<file path="src/rtl/mesi_isc_pkg.sv">
// Shared coherence-bus agent types: command codes, MESI line states and agent FSM states.
package mesi_isc_pkg;

    typedef enum logic [2:0] {
        CMD_NOP      = 3'd0,
        CMD_WR_SNOOP = 3'd1,
        CMD_RD_SNOOP = 3'd2,
        CMD_EN_WR    = 3'd3,
        CMD_EN_RD    = 3'd4
    } cbus_cmd_e;

    typedef enum logic [1:0] {
        MESI_I = 2'd0,
        MESI_S = 2'd1,
        MESI_E = 2'd2,
        MESI_M = 2'd3
    } mesi_e;

    typedef enum logic [2:0] {
        ST_IDLE     = 3'd0,
        ST_LOOKUP   = 3'd1,
        ST_WB       = 3'd2,
        ST_CORE     = 3'd3,
        ST_ACK      = 3'd4,
        ST_WAIT_NOP = 3'd5
    } agent_st_e;

endpackage

</file>
<file path="src/rtl/mesi_isc_cbus_agent_tbl.sv">
// Direct-mapped line-state table: one combinational lookup port, one registered update port.
module mesi_isc_cbus_agent_tbl
    import mesi_isc_pkg::*;
#(
    parameter int LINE_IDX_WIDTH = 3,
    parameter int TAG_WIDTH      = 29
) (
    input  logic                      clk,
    input  logic                      rst,
    input  logic [LINE_IDX_WIDTH-1:0] lk_idx,
    input  logic [TAG_WIDTH-1:0]      lk_tag,
    output logic                      lk_hit,
    output mesi_e                     lk_state,
    input  logic                      upd_en,
    input  logic [LINE_IDX_WIDTH-1:0] upd_idx,
    input  logic [TAG_WIDTH-1:0]      upd_tag,
    input  mesi_e                     upd_state
);

    localparam int DEPTH = 1 << LINE_IDX_WIDTH;

    logic [TAG_WIDTH-1:0] tag_q   [DEPTH];
    mesi_e                state_q [DEPTH];

    always_ff @(posedge clk) begin
        if (!rst) begin
            for (int i = 0; i < DEPTH; i++) begin
                state_q[i] <= MESI_I;
            end
        end else if (upd_en) begin
            state_q[upd_idx] <= upd_state;
        end
    end

    // Tags need no reset: an I line never hits regardless of its tag.
    always_ff @(posedge clk) begin
        if (rst && upd_en) begin
            tag_q[upd_idx] <= upd_tag;
        end
    end

    assign lk_state = state_q[lk_idx];
    assign lk_hit   = (tag_q[lk_idx] == lk_tag) && (lk_state != MESI_I);

endmodule

</file>
<file path="src/rtl/mesi_isc_cbus_agent.sv">
// Per-CPU coherence-bus agent: serves snoops and core grants from the broadcast controller.
module mesi_isc_cbus_agent
    import mesi_isc_pkg::*;
#(
    parameter int CBUS_CMD_WIDTH = 3,
    parameter int ADDR_WIDTH     = 32,
    parameter int LINE_IDX_WIDTH = 3
) (
    input  logic                      clk,
    input  logic                      rst,
    input  logic [CBUS_CMD_WIDTH-1:0] cbus_cmd_i,
    input  logic [ADDR_WIDTH-1:0]     cbus_addr_i,
    output logic                      cbus_ack_o,
    output logic                      core_en_wr_o,
    output logic                      core_en_rd_o,
    input  logic                      core_done_i,
    output logic                      wb_req_o,
    output logic [ADDR_WIDTH-1:0]     wb_addr_o,
    input  logic                      wb_ready_i
);

    localparam int CW    = CBUS_CMD_WIDTH;
    localparam int TAG_W = ADDR_WIDTH - LINE_IDX_WIDTH;

    agent_st_e               state_q;
    agent_st_e               state_d;
    logic [CW-1:0]           cmd_q;
    logic [ADDR_WIDTH-1:0]   addr_q;

    logic  cmd_legal;
    logic  is_wr_snp;
    logic  is_rd_snp;
    logic  is_en_wr;
    logic  is_en_rd;
    logic  lk_hit;
    mesi_e lk_state;
    logic  upd_en;
    mesi_e upd_state;

    assign cmd_legal = (cbus_cmd_i >= CW'(CMD_WR_SNOOP))
                    && (cbus_cmd_i <= CW'(CMD_EN_RD));

    assign is_wr_snp = (cmd_q == CW'(CMD_WR_SNOOP));
    assign is_rd_snp = (cmd_q == CW'(CMD_RD_SNOOP));
    assign is_en_wr  = (cmd_q == CW'(CMD_EN_WR));
    assign is_en_rd  = (cmd_q == CW'(CMD_EN_RD));

    mesi_isc_cbus_agent_tbl #(
        .LINE_IDX_WIDTH (LINE_IDX_WIDTH),
        .TAG_WIDTH      (TAG_W)
    ) u_tbl (
        .clk       (clk),
        .rst       (rst),
        .lk_idx    (addr_q[LINE_IDX_WIDTH-1:0]),
        .lk_tag    (addr_q[ADDR_WIDTH-1:LINE_IDX_WIDTH]),
        .lk_hit    (lk_hit),
        .lk_state  (lk_state),
        .upd_en    (upd_en),
        .upd_idx   (addr_q[LINE_IDX_WIDTH-1:0]),
        .upd_tag   (addr_q[ADDR_WIDTH-1:LINE_IDX_WIDTH]),
        .upd_state (upd_state)
    );

    always_ff @(posedge clk) begin
        if (!rst) begin
            state_q <= ST_IDLE;
            cmd_q   <= '0;
            addr_q  <= '0;
        end else begin
            state_q <= state_d;
            if (state_q == ST_IDLE && cmd_legal) begin
                cmd_q  <= cbus_cmd_i;
                addr_q <= cbus_addr_i;
            end
        end
    end

    always_comb begin
        state_d = state_q;
        unique case (state_q)
            ST_IDLE: begin
                if (cmd_legal) state_d = ST_LOOKUP;
            end
            ST_LOOKUP: begin
                if (is_en_wr || is_en_rd)
                    state_d = ST_CORE;
                else if (lk_hit && lk_state == MESI_M)
                    state_d = ST_WB;
                else
                    state_d = ST_ACK;
            end
            ST_WB: begin
                if (wb_ready_i) state_d = ST_ACK;
            end
            ST_CORE: begin
                if (core_done_i) state_d = ST_ACK;
            end
            ST_ACK: begin
                state_d = ST_WAIT_NOP;
            end
            ST_WAIT_NOP: begin
                if (cbus_cmd_i == CW'(CMD_NOP)) state_d = ST_IDLE;
            end
            default: begin
                state_d = ST_IDLE;
            end
        endcase
    end

    // The lookup port still reflects the pre-update line while in ACK.
    always_comb begin
        upd_en    = 1'b0;
        upd_state = lk_state;
        unique case (1'b1)
            is_wr_snp && lk_hit: begin
                upd_en    = 1'b1;
                upd_state = MESI_I;
            end
            is_rd_snp && lk_hit
                && (lk_state == MESI_M || lk_state == MESI_E): begin
                upd_en    = 1'b1;
                upd_state = MESI_S;
            end
            is_en_wr: begin
                upd_en    = 1'b1;
                upd_state = MESI_M;
            end
            is_en_rd: begin
                upd_en    = 1'b1;
                upd_state = MESI_S;
            end
            default: begin
                upd_en    = 1'b0;
            end
        endcase
        if (state_q != ST_ACK) upd_en = 1'b0;
    end

    assign cbus_ack_o   = (state_q == ST_ACK);
    assign wb_req_o     = (state_q == ST_WB);
    assign wb_addr_o    = wb_req_o ? addr_q : '0;
    assign core_en_wr_o = (state_q == ST_CORE) && is_en_wr;
    assign core_en_rd_o = (state_q == ST_CORE) && is_en_rd;

endmodule

</file>
<file path="config.mk">
export PLATFORM = sky130hd
export DESIGN_NAME = mesi_isc_cbus_agent
export DESIGN_NICKNAME = d
export VERILOG_FILES = /design/src/rtl/mesi_isc_pkg.sv /design/src/rtl/mesi_isc_cbus_agent_tbl.sv /design/src/rtl/mesi_isc_cbus_agent.sv
export SDC_FILE = /design/constraint.sdc
export NUM_CORES = 1
export LEC_CHECK = 0
export BUFFER_PORTS_ARGS = -buffer_cell sky130_fd_sc_hd__buf_2
export CAP_MARGIN = 10
export CORE_ASPECT_RATIO = 0.75
export CORE_MARGIN = 2
export CORE_UTILIZATION = 55
export DETAILED_ROUTE_END_ITERATION = 16
export GPL_TIMING_DRIVEN = 0
export HOLD_SLACK_MARGIN = 0.12
export PLACE_DENSITY = 0.79
export SYNTH_ARGS = -nofsm -noshare
export SYNTH_HDL_FRONTEND = slang
export SYNTH_SLANG_ARGS = --single-unit
</file>
<file path="constraint.sdc">
create_clock -name clk -period 12.27 [get_ports clk]
set_clock_uncertainty 0.05 [all_clocks]
set_input_delay 1.8405 -clock clk [delete_from_list [all_inputs] [get_ports clk]]
set_output_delay 1.8405 -clock clk [all_outputs]
set_load 0.005 [all_outputs]
</file>
* After elaboration in Yosys (flattened, before gate mapping) *
Memories as Yosys holds them, arrays and structs flattened. A register that Yosys moved wholly into a read port is not among the register bits.
Cells that the tools add are included.

storage, ports and cells
  register bits after elaboration = 38
  memories = 2
  input port bits = 39
  word-level logic and storage cells = 67
  RAM bits = 248

cells by class
  order comparisons = 2
  eq/ne operators = 17
  reduce and logical (&&, ||, !) cells = 19
  muxes and demuxes = 24

memory list
  name           words  bits a word  rd ports  clocked after Yosys merged registers in  write ports  line                           text
  u_tbl.tag_q    8      29           1         1                                        1            mesi_isc_cbus_agent_tbl.sv:22  logic [TAG_WIDTH-1:0] tag_q [DEPTH];
  u_tbl.state_q  8      2            1         1                                        8            mesi_isc_cbus_agent_tbl.sv:23  mesi_e state_q [DEPTH];

operators with widths
  kind                number
  $mux 3              11
  $mux 32             1
  $eq 29x29->1        1
  $pmux 3 s6          1
  $eq 3x2->1 const B  4
  $logic_and 1x1->1   10
  $eq 3x3->1 const B  3
  $mux 1              9
  $eq 3x1->1 const B  2
  $logic_not 3->1     2
  $ne 2x2->1 const B  3
  $pmux 2 s3          1
  $eq 2x2->1 const B  2
  $reduce_and 4->1    1
  $reduce_or 2->1     2
  $reduce_or 4->1     1
  $ge 3x1->1 const B  1
  $le 3x3->1 const B  1
  $ne 3x3->1 const B  1
  $logic_or 1x1->1    2
  $mux 2              1
  $ne 2x1->1 const B  1
  $reduce_bool 2->1   1

* Logic depth before layout (Yosys ltp) *
Gate-level depths: netlist of the first run.

  depth after elaboration = 12
  depth in mapped cells = 13

* Modules after synthesis *
Synthesis of the first run repeated with hierarchy kept, for this count alone.

unflattened totals
  cells, all modules = 809
  area, all modules = 12020.3 µm²

by module, submodules not included
  module                   area an instance (µm²)  seq. area each (µm²)  cells an instance  instances
  mesi_isc_cbus_agent_tbl  10183.5                 7447.1                566                1
  mesi_isc_cbus_agent      1836.8                  760.7                 243                1

* Worst setup path after synthesis of the first run *
No wires, ideal clock.

  path type = register to register
  start = reg (tool-made name)
  end = mem u_tbl.tag_q[7][0] (enable)
  data arrival time = 3.761 ns
  buffers on the path = 4
  stages on the path, launching flop included = 13
  period minus slack after synthesis = 4.226 ns
  setup slack = 8.044 ns
  setup time = 0.415 ns
  cells stage by stage = dfxtp_1 > buf_2 > buf_2 > buf_2 > mux4_2 > mux2i_1 > xor2_1 > nand4_1 > or3_1 > nor4_2 > a21oi_2 > buf_6 > nor2_1

RTL lines
  what       line
  to (decl)  mesi_isc_cbus_agent_tbl.sv:22

==> out/metrics.yaml, run 1 <==
routing:
  drtPass1Iterations: 5
  drc_errors: 0
  antenna_left: 0
  vias: 7488
  drtIter0Drc: 789
  routed_wl_um: 28600
  via_per_inst: 6.16
  wl_per_cell_um: 23.5
die:
  initial_utilization_pct: 56.7
  rows: 46
  die_h_um: 133
  coreArea_sq_mm: 0.0214
  die_area_sq_mm: 0.0232
  die_w_um: 175
  io_pins: 75
power:
  p_comb_share_pct: 11.5
  power.share.clock_pct: 37.3
  powerDensity_mw_per_mm2: 159
  p_leak_nw: 4.72
  ir_drop_mv: 0.124
  pwr-share-seq_pct: 51.2
  power_switching_share_pct: 24.2
  internal-power_mw: 1.68
  p_switching_mw: 0.535
timing:
  drv_slew: 0
  timing.final.ws_setup_ns: 7.49
  slew_headroom_pct: 41.5
  rsz0062_at_grt: "false"
  fin_crit_sh_pct: 39.0
  period_needed_ns: 4.78
  tns_ns: 0
  hold_viol_final: 0
  tightest_slew_ns: 0.877
  max_freq_mhz: 209
  setup-violations-final: 0
final_layout:
  post-route-util_pct: 65.3
  drive_above_1_share_pct: 21.9
  area_growth_pct: 15.1
  nets: 947
  num-fill-cells: 1462
  diodes: 0
clock_tree:
  clk-insertion-delay-late_ns: 0.53
  cts-htree-levels: 1
  cts_hold_buffers: 0
  ctsResizeCount: 0
  cts_tree: "yes"
  cts_sinks: 289
  clockBufferDepth: 3
  cts_made_buffers: 26
  root_buffer: "clkbuf_16"
  cts.clk_slew.worst_paths_ns: 0.07
  postCtsSetupRepairBufs: 0
synth:
  syn_inst: 798
  syn-mean-instance-area_sq_um: 15.2
  netlist_area_sq_mm: 0.0121
  synth_edf_count: 248
  syn-num-nets: 837
  ys.flop_type: "edfxtp_1"
  synth_seq_cells: 289
  ys_async_sr_fraction_pct: 0
  ys_warn_count: 0
  synth_cell_types: 56
  synth_sequential_area_ratio_pct: 68.3
setup_path:
  worst_setup_path_start_kind: "flop"
  crit_path_max_fanout: 16
  worst-setup-path-type: "reg -> reg"
  crit_arrival_ns: 4.96
  end_kind: "flop"
  crit_required_ns: 12.45
global_route:
  met2_usage_pct: 38.6
  overflow: 0
  use_met1_pct: 36.1
  grt_pass1_wl_um: 42900
  grt_pass1_vias: 7275
  grt_use_total_pct: 24.6
  grt_max_degree: 23
  busiest_layer: "met2"
  grt_use_met3_pct: 4.08
  antenna_found_initial: 0
flow_run:
  drv_cap: 0
placement:
  dpl_worst_slack_ns: 7.59
  place_congestion: 0.887
  portBuffers: 74
  hpwlAfterDp_um: 18700
min_path:
  hold_class: "reg -> reg"
status:
  status: "finished clean"
cells by family (layout without fill, tap and decap cells):
| group | count (synthesis) | in the layout | synth area share (%) |
|---|---|---|---|
| AOI/OAI and AO/OA | 111 | 111 | 6.61 |
| xor gates and xnor gates | 12 | 12 | 0.868 |
| buffers and inverters | 42 | 172 | 2.30 |
| DFF | 289 | 289 | 68.3 |
| muxes | 107 | 107 | 12.0 |
| and+or+nand+nor | 237 | 237 | 9.98 |
sequential cells by signal, summed over array words and instances (netlist names), named ones only:
signal and count:
addr_q 32, cmd_q 3, state_q 3, u_tbl.state_q 16
u_tbl.tag_q 232
layout make-up:
| class | instances | area [sq um] | share of cell area (%) |
|---|---|---|---|
| Buffer | 40 | 272 | 1.95 |
| Clock buffer | 38 | 737 | 5.29 |
| Clock inverter | 10 | 126 | 0.906 |
| Inverter | 2 | 7.51 | 0.0539 |
| Multi-Input combinational cell | 467 | 3620 | 26.0 |
| Sequential cell | 289 | 8270 | 59.3 |
| Tap cell | 288 | 360 | 2.58 |
| Timing Repair Buffer | 82 | 546 | 3.91 |
layout by cell type, fill, tap and decap left out, drive strengths merged, types with 28 or more instances in the layout:
| cell | synthesis | final |
|---|---|---|
| buf | 21 | 103 |
| clkbuf | 19 | 57 |
| dfxtp | 41 | 41 |
| a21boi | 35 | 35 |
| nand2 | 89 | 89 |
| mux2i | 56 | 56 |
| nor2 | 37 | 37 |
| edfxtp | 248 | 248 |
| and2 | 34 | 34 |
| mux4 | 28 | 28 |
Yosys cell counts (all sizes together), types with 3 or more instances:
library cell / count / area share [%]
nand4: 3 / 0.15
nor2b: 13 / 0.67
mux2i: 56 / 4.6
nand2: 89 / 2.8
a21oi: 9 / 0.40
or3: 3 / 0.15
edfxtp: 248 / 61
dfxtp: 41 / 6.8
o21ai: 12 / 0.50
a22oi: 7 / 0.43
nor3: 14 / 0.58
nand3: 7 / 0.29
and2: 34 / 1.8
or4b: 3 / 0.25
a31oi: 3 / 0.21
nor4: 8 / 0.46
mux4: 28 / 5.2
clkbuf: 19 / 0.59
a21boi: 35 / 2.2
and4: 3 / 0.22
o22ai: 11 / 0.57
o21a: 9 / 0.56
xor2: 12 / 0.87
mux2: 23 / 2.1
or3b: 4 / 0.29
a22o: 14 / 1.0
o31ai: 3 / 0.19
and3: 5 / 0.26
nor2: 37 / 1.1
nand3b: 3 / 0.19
buf: 21 / 1.7
metal layers:
layer	routed length, um	vias up
met5	0	-
met4	845	0
met3	2760	68
met2	13100	402
met1	11900	3736
li1	-	3282
through the flow:
| step | instances | power (mW) | area [sq um] | hold slack [ns] |
|---|---|---|---|---|
| 6_report | 1216 | 2.21 | 13900 | 0.455 |
| 5_1_grt | 1216 | 2.28 | 13900 | 0.496 |
| 4_1_cts | 1216 | 2.21 | 13900 | 0.453 |
| 3_5_place_dp | 1168 | 1.40 | 13100 | 0.443 |
| 3_3_place_gp | 1160 | 1.39 | 12800 | 0.434 |
| 2_1_floorplan | 798 | 1.31 | 12100 | 0.415 |
final timing paths:
path,start,endpoint,slack [ns],cells after the start
setup / recovery,flop,u_tbl.tag_q[2][6],7.49,13
hold / removal,cmd_q[2],cmd_q[2],0.46,2
setup reg to reg,flop,u_tbl.tag_q[2][6],7.49,13
hold reg to reg,cmd_q[2],cmd_q[2],0.46,2
power groups by stage:
stage,Sequential (mW),Combinational [mW],Clock (mW)
6_report,1.13,0.254,0.825
3_5_place_dp,1.16,0.249,0
2_1_floorplan,1.14,0.172,0
5_1_grt,1.14,0.272,0.866
3_3_place_gp,1.15,0.240,0
4_1_cts,1.13,0.251,0.830
worst max-delay path, cell delays in order (launching register included):
cell and delay, ns:
dfxtp_1 0.31, buf_2 0.20, buf_2 0.31, buf_1 0.68, mux4_2 0.43, mux2i_1 0.16, xor2_1 0.36, and4_1 0.27
nand4_1 0.12, nor4_2 0.31, a21oi_2 0.23, buf_6 0.23, nor2_4 0.54, buf_16 0.24
Note: power is estimated with default switching activity, not from simulation.
==> run 2: changes to the inputs <==
PLACE_DENSITY = 0.82   (was 0.79)
clock period = 4.1 ns   (was 12.27 ns; I/O delays follow)
==> run 2 against run 1 <==
Compared with the run above:
- non-clock buffer count is 9 higher
- largest power group unchanged
- first-iteration DRC count is 43% higher
- power grew to 3.0 times the previous value
- setup slack worse by 7.3 ns
- final area is 0.90% higher
- sequential share of layout area is 0.53 points lower
- combinational power grew to 3.0 times the previous value
- critical path depth stayed put
- sequential power grew to 3.0 times the previous value
- hold slack worse by 0.17 ns
==> out/metrics.yaml, run 2 (same netlist as run 1, synthesis figures left out) <==
power:
  powerDensity_mw_per_mm2: 468  # was 159 mW/mm^2
  p_leak_nw: 4.78  # was 4.72 nW
  ir_drop_mv: 0.281  # was 0.124 mV
clock_tree:
  cts-htree-levels: 1  # unchanged
  clockBufferDepth: 3  # unchanged
  cts.clk_slew.worst_paths_ns: 0.07  # about the same
  clk-insertion-delay-late_ns: 0.53  # about the same
  cts_sinks: 289  # unchanged
  cts_made_buffers: 26  # unchanged
  root_buffer: "clkbuf_16"  # unchanged
  cts_tree: "yes"  # unchanged
final_layout:
  nets: 956  # was 947
  final_common_cell: "edfxtp_1"  # unchanged
  area_growth_pct: 16.1  # was 15.1%
  postLayoutCellArea_sq_mm: 0.0141  # was 0.0139 sq mm
  largest_reg_flops: 232  # unchanged
  post-route-util_pct: 65.9  # was 65.3%
  multi_input_area_sq_mm: 0.00364  # was 0.00362 sq mm
  num-fill-cells: 1419  # was 1462
  largest-register: "u_tbl.tag_q"  # unchanged
  final_cells: 1225  # was 1216
  top_regs: "u_tbl.tag_q (232), addr_q (32), u_tbl.state_q (16)"  # unchanged
  diodes: 0  # unchanged
  drive_above_1_share_pct: 22.7  # was 21.9%
  layout_common_cells: "248 x edfxtp_1, 89 x nand2_1, 76 x buf_2"  # was 248 x edfxtp_1, 89 x nand2_1, 77 x buf_2
  seq_area_sq_mm: 0.00827  # unchanged
die:
  die_h_um: 133  # unchanged
  rows: 46  # unchanged
  die_w_um: 175  # unchanged
  initial_utilization_pct: 56.7  # unchanged
  io_pins: 75  # unchanged
  coreArea_sq_mm: 0.0214  # unchanged
  die_area_sq_mm: 0.0232  # unchanged
timing:
  fin_crit_sh_pct: 96.3  # was 39.0%
  tightest_slew_ns: 0.886  # was 0.877 ns
  slew_headroom_pct: 40.8  # was 41.5%
  period_needed_ns: 3.95  # was 4.78 ns
  setup-violations-final: 0  # unchanged
  hold_viol_final: 0  # unchanged
  rsz0062_at_grt: "false"  # unchanged
  timing.final.ws_setup_ns: 0.150  # was 7.49 ns
  max_freq_mhz: 253  # was 209 MHz
  drv_slew: 0  # unchanged
  hold_ws_ns: 0.282  # was 0.455 ns
routing:
  antenna_left: 0  # unchanged
  wl_per_cell_um: 24.1  # was 23.5 um
  drtPass1Iterations: 7  # was 5
  drc_errors: 0  # unchanged
  vias: 7508  # was 7488
  drtIter0Drc: 1128  # was 789
  via_per_inst: 6.13  # was 6.16
  routed_wl_um: 29500  # was 28600 um
setup_path:
  ff2ff_setup_slack_ns: 0.15  # was 7.49 ns
  crit_arrival_ns: 4.12  # was 4.96 ns
  worst_setup_path_start_kind: "flop"  # unchanged
  crit_required_ns: 4.27  # was 12.45 ns
  worst-setup-path-type: "reg -> reg"  # unchanged
  crit_path_max_fanout: 19  # was 16
  end_kind: "flop"  # unchanged
status:
  status: "finished clean"  # unchanged
global_route:
  grt_pass1_vias: 7441  # was 7275
  overflow: 0  # unchanged
  grt_pass1_wl_um: 44200  # was 42900 um
  antenna_found_initial: 1  # was 0
  grt_use_total_pct: 25.6  # was 24.6%
  grt_max_degree: 23  # unchanged
min_path:
  hold_class: "in -> reg"  # was reg -> reg
  hold_start: "cbus_addr_i[20]"  # was cmd_q[2]
placement:
  placed_area_sq_mm: 0.0131  # about the same
  dpl.cell_count: 1168  # unchanged
  hpwlAfterDp_um: 18700  # about the same
  dpl_worst_slack_ns: -0.441  # was 7.59 ns
  place_congestion: 0.889  # was 0.887
  portBuffers: 74  # unchanged
flow_run:
  drv_cap: 0  # unchanged
-- run 2: changes by cell type in the layout (fill, tap and decap cells not counted), moves of 2 or more --
| cell | before | now |
|---|---|---|
| buf_4 | 6 | 12 |
| clkbuf_8 | 2 | 6 |
| buf_12 | 7 | 10 |
| clkinv_2 | 5 | 2 |
| bufinv_16 | 3 | 1 |
| clkbuf_1 | 28 | 30 |
-- run 2: per-layer routing --
layer	part of all wire (%)	global-route usage [%]	routed length, um
met2	48	41.4	14200
met1	39	35.3	11500
met5	0	0	0
met4	2.3	6.57	669
met3	11	6.21	3190
-- run 2: worst paths after layout --
kind                        endpoint  depth (start not counted)
hold / removal            addr_q[20]                          3
setup / recovery  u_tbl.tag_q[6][10]                         13
hold reg to reg             cmd_q[1]                          2
setup reg to reg  u_tbl.tag_q[6][10]                         13
-- run 2: critical path: stages (launching register included) --
cell and delay [ns]:
dfxtp_1 0.29, buf_2 0.17, buf_4 0.20, nor2_1 0.15
clkbuf_1 0.55, a22oi_1 0.19, a21oi_1 0.20, o22ai_1 0.18
or4b_1 0.53, nor4_2 0.31, a21oi_2 0.19, buf_6 0.22
nor2_4 0.18, buf_12 0.21
-- run 2: cell type report --
| class | count | area share [%] |
|---|---|---|
| clock buffer | 44 | 5.68 |
| tap | 288 | 2.56 |
| buffer | 40 | 1.97 |
| inverter | 2 | 0.0534 |
| multi-input combinational | 467 | 25.9 |
| clock inverter | 4 | 0.311 |
| timing repair buffer | 91 | 4.77 |
| sequential | 289 | 58.8 |
-- run 2: through the flow --
stage                     TNS [ns]  power (mW)
final                            0        6.58
after floorplan             -29.01        3.93
after global routing             0        6.78
after global placement     -508.02        4.16
after CTS                        0        6.57
after detailed placement    -64.34        4.20
-- run 2: report_power, final --
part | total, mW | switching, mW | internal, mW | leakage (nW)
clock network | 2.41 | 1.03 | 1.38 | 0.412
logic | 0.774 | 0.468 | 0.306 | 1.75
registers | 3.40 | 0.113 | 3.28 | 2.62
-- run 2: repair_timing --
action                                  4_1_cts  5_1_grt
endpoints found under the setup margin      232      192
buffers inserted                              9        0
pin swaps                                     8        0
resized for setup                             3        2
hold buffers                                  0        0
